--- src/rtl/ahb_arbiter.sv ---
// AHB bus arbiter: PARK/OWN/LOCK FSM, tenure limit, registered HGRANT/HMASTER/HMASTLOCK.
// Define ARB_ROUND_ROBIN_EN to use round-robin winner search instead of fixed lowest-index priority.
module ahb_arbiter #(
    parameter int unsigned NUM_MASTERS    = 3,
    parameter int unsigned DEFAULT_MASTER = 0,
    parameter int unsigned MAX_BEATS      = 16
) (
    input  logic                   clock,
    input  logic                   nRst,
    input  logic [NUM_MASTERS-1:0] HBUSREQ,
    input  logic [NUM_MASTERS-1:0] HLOCK,
    input  logic                   HREADY,
    input  logic [1:0]             HTRANS,
    output logic [NUM_MASTERS-1:0] HGRANT,
    output logic [1:0]             HMASTER,
    output logic                   HMASTLOCK
);
    typedef enum logic [1:0] {PARK, OWN, LOCK} state_t;

    localparam logic [1:0]             DEF_IDX   = 2'(DEFAULT_MASTER);
    localparam logic [7:0]             MAX_T     = 8'(MAX_BEATS);
    localparam logic [NUM_MASTERS-1:0] DEF_GRANT = NUM_MASTERS'(1) << DEFAULT_MASTER;

    state_t                 state_q, state_d;
    logic [1:0]             idx_q, idx_d;
    logic [NUM_MASTERS-1:0] grant_q, grant_d;
    logic [7:0]             tenure_q, tenure_d;
    logic [1:0]             hmaster_q, hmaster_d;
    logic                   hmastlock_q, hmastlock_d;
`ifdef ARB_ROUND_ROBIN_EN
    logic [1:0]             ptr_q, ptr_d;
`endif

    logic [3:0] req, lck, owner_oh;
    logic [1:0] win_idx, cand;
    logic       win_found, rearb;
    logic       unused_htrans0;

    // Requests widened to 4 bits so a 2-bit index is always in range.
    assign req            = 4'(HBUSREQ);
    assign lck            = 4'(HLOCK);
    assign owner_oh       = 4'b0001 << idx_q;
    assign unused_htrans0 = HTRANS[0];

    always_comb begin
        win_idx   = DEF_IDX;
        win_found = 1'b0;
        cand      = '0;
`ifdef ARB_ROUND_ROBIN_EN
        for (int unsigned k = 1; k <= NUM_MASTERS; k++) begin
            cand = 2'((32'(ptr_q) + k) % NUM_MASTERS);
            if (!win_found && req[cand]) begin
                win_idx   = cand;
                win_found = 1'b1;
            end
        end
`else
        for (int unsigned i = 0; i < NUM_MASTERS; i++) begin
            cand = 2'(i);
            if (!win_found && req[cand]) begin
                win_idx   = cand;
                win_found = 1'b1;
            end
        end
`endif
    end

    always_comb begin
        state_d     = state_q;
        idx_d       = idx_q;
        tenure_d    = tenure_q;
        hmaster_d   = hmaster_q;
        hmastlock_d = hmastlock_q;
        rearb       = 1'b0;
`ifdef ARB_ROUND_ROBIN_EN
        ptr_d       = ptr_q;
`endif
        if (HREADY) begin
            hmaster_d   = idx_q;
            hmastlock_d = lck[idx_q];
            if (state_q == LOCK) begin
                if (!req[idx_q])
                    rearb = 1'b1;
                else if (!lck[idx_q])
                    state_d = OWN;
            end else begin
                rearb = !req[idx_q]
                      || (tenure_q == MAX_T && |(req & ~owner_oh))
                      || (state_q == PARK && |req);
                if (!rearb && state_q == OWN && lck[idx_q])
                    state_d = LOCK;
            end
            if (rearb) begin
                if (win_found) begin
                    idx_d   = win_idx;
                    state_d = OWN;
`ifdef ARB_ROUND_ROBIN_EN
                    ptr_d   = win_idx;
`endif
                end else begin
                    idx_d   = DEF_IDX;
                    state_d = PARK;
                end
            end
            if (idx_d != idx_q)
                tenure_d = '0;
            else if (HTRANS[1] && tenure_q < MAX_T)
                tenure_d = tenure_q + 8'd1;
        end
    end

    always_comb begin
        grant_d = '0;
        for (int unsigned i = 0; i < NUM_MASTERS; i++)
            grant_d[i] = (idx_d == 2'(i));
    end

    always_ff @(posedge clock or negedge nRst) begin
        if (!nRst) begin
            state_q     <= PARK;
            idx_q       <= DEF_IDX;
            grant_q     <= DEF_GRANT;
            tenure_q    <= '0;
            hmaster_q   <= DEF_IDX;
            hmastlock_q <= 1'b0;
`ifdef ARB_ROUND_ROBIN_EN
            ptr_q       <= DEF_IDX;
`endif
        end else begin
            state_q     <= state_d;
            idx_q       <= idx_d;
            grant_q     <= grant_d;
            tenure_q    <= tenure_d;
            hmaster_q   <= hmaster_d;
            hmastlock_q <= hmastlock_d;
`ifdef ARB_ROUND_ROBIN_EN
            ptr_q       <= ptr_d;
`endif
        end
    end

    assign HGRANT    = grant_q;
    assign HMASTER   = hmaster_q;
    assign HMASTLOCK = hmastlock_q;
endmodule

--- config.mk ---
export PLATFORM = sky130hd
export DESIGN_NAME = ahb_arbiter
export DESIGN_NICKNAME = d
export VERILOG_FILES = /design/src/rtl/ahb_arbiter.sv
export SDC_FILE = /design/constraint.sdc
export NUM_CORES = 1
export LEC_CHECK = 0
export BUFFER_PORTS_ARGS = -buffer_cell sky130_fd_sc_hd__buf_2
export CAP_MARGIN = 20
export CORE_AREA = 2 2 45 47
export DETAILED_ROUTE_END_ITERATION = 16
export DIE_AREA = 0 0 47 49
export GPL_TIMING_DRIVEN = 0
export PLACE_DENSITY = 0.79
export SLEW_MARGIN = 20
export SYNTH_ARGS = -nofsm -noshare
export SYNTH_HDL_FRONTEND = slang
export SYNTH_SLANG_ARGS = --single-unit
export TNS_END_PERCENT = 10
--- constraint.sdc ---
create_clock -name clock -period 4.4 [get_ports clock]
set_input_delay 0.88 -clock clock [delete_from_list [all_inputs] [get_ports clock]]
set_output_delay 0.88 -clock clock [all_outputs]
set_load 0.02 [all_outputs]
==> flow_metrics.py <==
metrics = {
    "critical_path": {
        "max_stage_delay_ns": 0.42,
        "arrival_ns": 2.37,
        "reg2regPathDepth": 6,
        "critical_path_class": "primary input to flip-flop",
        "r2r-end": "tenure_q[0]",
        "worstPathCellList": "buf_2 > nor4b_1 > a2111oi_1 > and3_4 > o21ai_4 > mux2_4",
        "end_kind": "flip-flop",
        "reg2reg_from": "tenure_q[5]",
        "critPathRequiredTime_ns": 4.59,
        "crit_path_start_kind": "primary input",
        "crit_path_max_fanout": 8,
        "r2r_slack_ns": 2.41,
        "slowest_stage": "nor4b_1",
        "startpoint": "HBUSREQ[0]",
    },
    "synth": {
        "synthSimpleGateAreaFrac": 0.234,
        "ys.flop_type": "dfrtp_1",
        "yosysWarnings": 0,
        "synth_top_family_by_area": "simple AND/OR/NAND/NOR gates",
        "synth_cell_types": 38,
        "avgSynthCellArea_um2": 10.3,
        "netlist_area_um2": 1010,
        "synthXorXnorAreaFrac": 0,
        "synth.mux.area_fraction": 0.108,
        "async_flop_share": 1.00,
        "synth_seq_cells": 18,
        "ys_seq_area_frac": 0.447,
        "syn_inst": 98,
        "yosys.area_share.adder": 0.0248,
        "synth-edff-count": 0,
        "yosys.area.top_type": "dfrtp_1",
        "synth_compound_area_frac": 0.154,
        "syn_nets": 111,
        "synth.top_cell.area_share": 0.421,
        "synth.area.top_cells": "dfrtp_1, mux2_4, nand2_1",
    },
    "cells_and_area": {
        "layout_common_cells": "dfrtp_1, buf_2, nand2_1, nor2_1, nand3_1",
        "layout-drive-gt1-share": 0.293,
        "final_common_cell": "dfrtp_1",
        "num-nets-final": 130,
        "instances_no_fill": 143,
        "diodes": 0,
        "syn_to_final_growth_pct": 13.9,
        "nFillCells": 166,
    },
    "run_status": {
        "status": "completed",
    },
    "die": {
        "dieArea_um2": 2300,
        "start_util": 0.548,
        "ios": 17,
        "die_w_um": 47,
        "rows": 16,
        "core_area_um2": 1840,
        "die_y_um": 49,
    },
    "cts": {
        "postCtsHoldBufs": 0,
        "clk_pin_slew_ns": 0.10,
        "clock_latency_ns": 0.29,
        "root_buffer": "clkbuf_4",
        "cts_num_sinks": 18,
        "cts_made_buffers": 3,
        "cts_resized": 0,
        "cts_max_path_buffers": 2,
        "post_cts_buffers": 0,
        "htreeDepth": 1,
        "cts_tree": "yes",
    },
    "sta": {
        "fin_crit_sh": 0.496,
        "max_slew.worst_pin.slew_ns": 0.755,
        "relSlewSlack": 0.493,
        "rsz0062_at_grt": "no",
        "setup_viol": 0,
        "hold_viol_final": 0,
        "fin_tns_setup_ns": 0,
        "clock.fmax_mhz": 458,
        "slew_violations": 0,
        "final.setup_skew_ns": 0.00302,
        "min_period_ns": 2.18,
    },
    "route": {
        "vias_per_cell": 5.41,
        "drtAntennaViolNets": 0,
        "remaining_drc_errors": 0,
        "dr.pass1.iters": 4,
        "drt-total-wl_um": 1760,
        "vias": 774,
        "wl_per_cell_um": 12.3,
        "drt-initial-drc-count": 15,
    },
    "pwr": {
        "peakVddDrop_uv": 327,
        "p_leak_nw": 0.537,
        "power_uw": 558,
        "power.density_nw_per_um2": 485,
    },
    "global_route": {
        "grt_usage": 0.180,
        "grt_pass1_wl_um": 3040,
        "grt_pass1_vias": 712,
        "antenna_found_initial": 0,
        "grt-ovfl-total": 0,
        "grt_max_degree": 19,
    },
    "flow_run": {
        "drv_cap": 0,
    },
    "place": {
        "gp_congestion": 0.792,
        "io_buffers": 14,
        "hpwl_um": 1320,
        "dp_cells": 139,
    },
    "worst_hold_path": {
        "hp-class": "primary input to async pin",
    },
}
==> worst max-delay path: cells and delay by family <==
kind | cells | cell delay, ns
simple gates | 2 | 0.65
compound gates | 2 | 0.38
buf+inv | 1 | 0.14
mux | 1 | 0.32
==> worst max path at each step <==
stage	to	slack (ns)
2_1_floorplan	HGRANT[1]	2.19
3_3_place_gp	HGRANT[1]	1.92
3_5_place_dp	idx_q[0]	1.89
4_1_cts	idx_q[0]	2.22
5_1_grt	tenure_q[3]	2.12
6_report	idx_q[0]	2.22
==> layer usage <==
| layer | GRT usage | share of wire | vias up |
|---|---|---|---|
| li1 | - | - | 389 |
| met1 | 0.256 | 0.48 | 357 |
| met2 | 0.260 | 0.46 | 26 |
| met3 | 0.0667 | 0.053 | 2 |
| met4 | 0.0417 | 0.0080 | 0 |
| met5 | 0 | 0 | - |
==> flip-flops by register name (all words and copies together) (netlist names) <==
| name | cells |
|---|---|
| HMASTER | 2 |
| HGRANT | 3 |
| HMASTLOCK | 1 |
| tenure_q | 8 |
| idx_q | 2 |
| state_q | 2 |
==> cells by family after synthesis <==
group / count (synthesis)
AO/OA/AOI/OAI: 20
AND/OR/NAND/NOR: 41
adder cells (fa/ha/maj): 2
buffers and inverters: 8
flip-flops: 18
multiplexers: 9
==> synthesized netlist by cell type, types with 3 or more instances <==
| library cell | instances |
|---|---|
| mux2_4 | 3 |
| a21oi_1 | 4 |
| nand3_1 | 6 |
| nor2_1 | 7 |
| dfrtp_1 | 17 |
| mux2i_1 | 3 |
| nor3_1 | 3 |
| mux2_2 | 3 |
| inv_1 | 5 |
| nand2_1 | 9 |
| o31ai_1 | 3 |
| nor2b_1 | 4 |
==> area by class of cell <==
type	instances	area, µm²	share of cell area
multi-input combinational	72	526	0.457
sequential	18	452	0.393
timing repair buffer	14	70.1	0.0609
clock buffer	4	36.3	0.0316
tap	27	33.8	0.0294
inverter	5	18.8	0.0163
buffer	3	13.8	0.0120
==> report_power, final <==
group / switching (mW) / total, mW / internal, mW
clock: 0.0488 / 0.0993 / 0.0504
sequential: 0.0247 / 0.233 / 0.208
combinational: 0.132 / 0.226 / 0.0937
total: 0.205 / 0.558 / 0.352
==> through the flow <==
stage	setup slack, ns	area, µm²	hold WS (ns)	util
global placement	1.92	1110	0.476	0.605
finish	2.22	1150	0.496	0.624
CTS	2.22	1150	0.500	0.624
floorplan	2.19	1010	0.465	-
global route	2.12	1150	0.509	0.624
detailed placement	1.89	1110	0.489	0.605
Power figures use the tool's default switching activity.
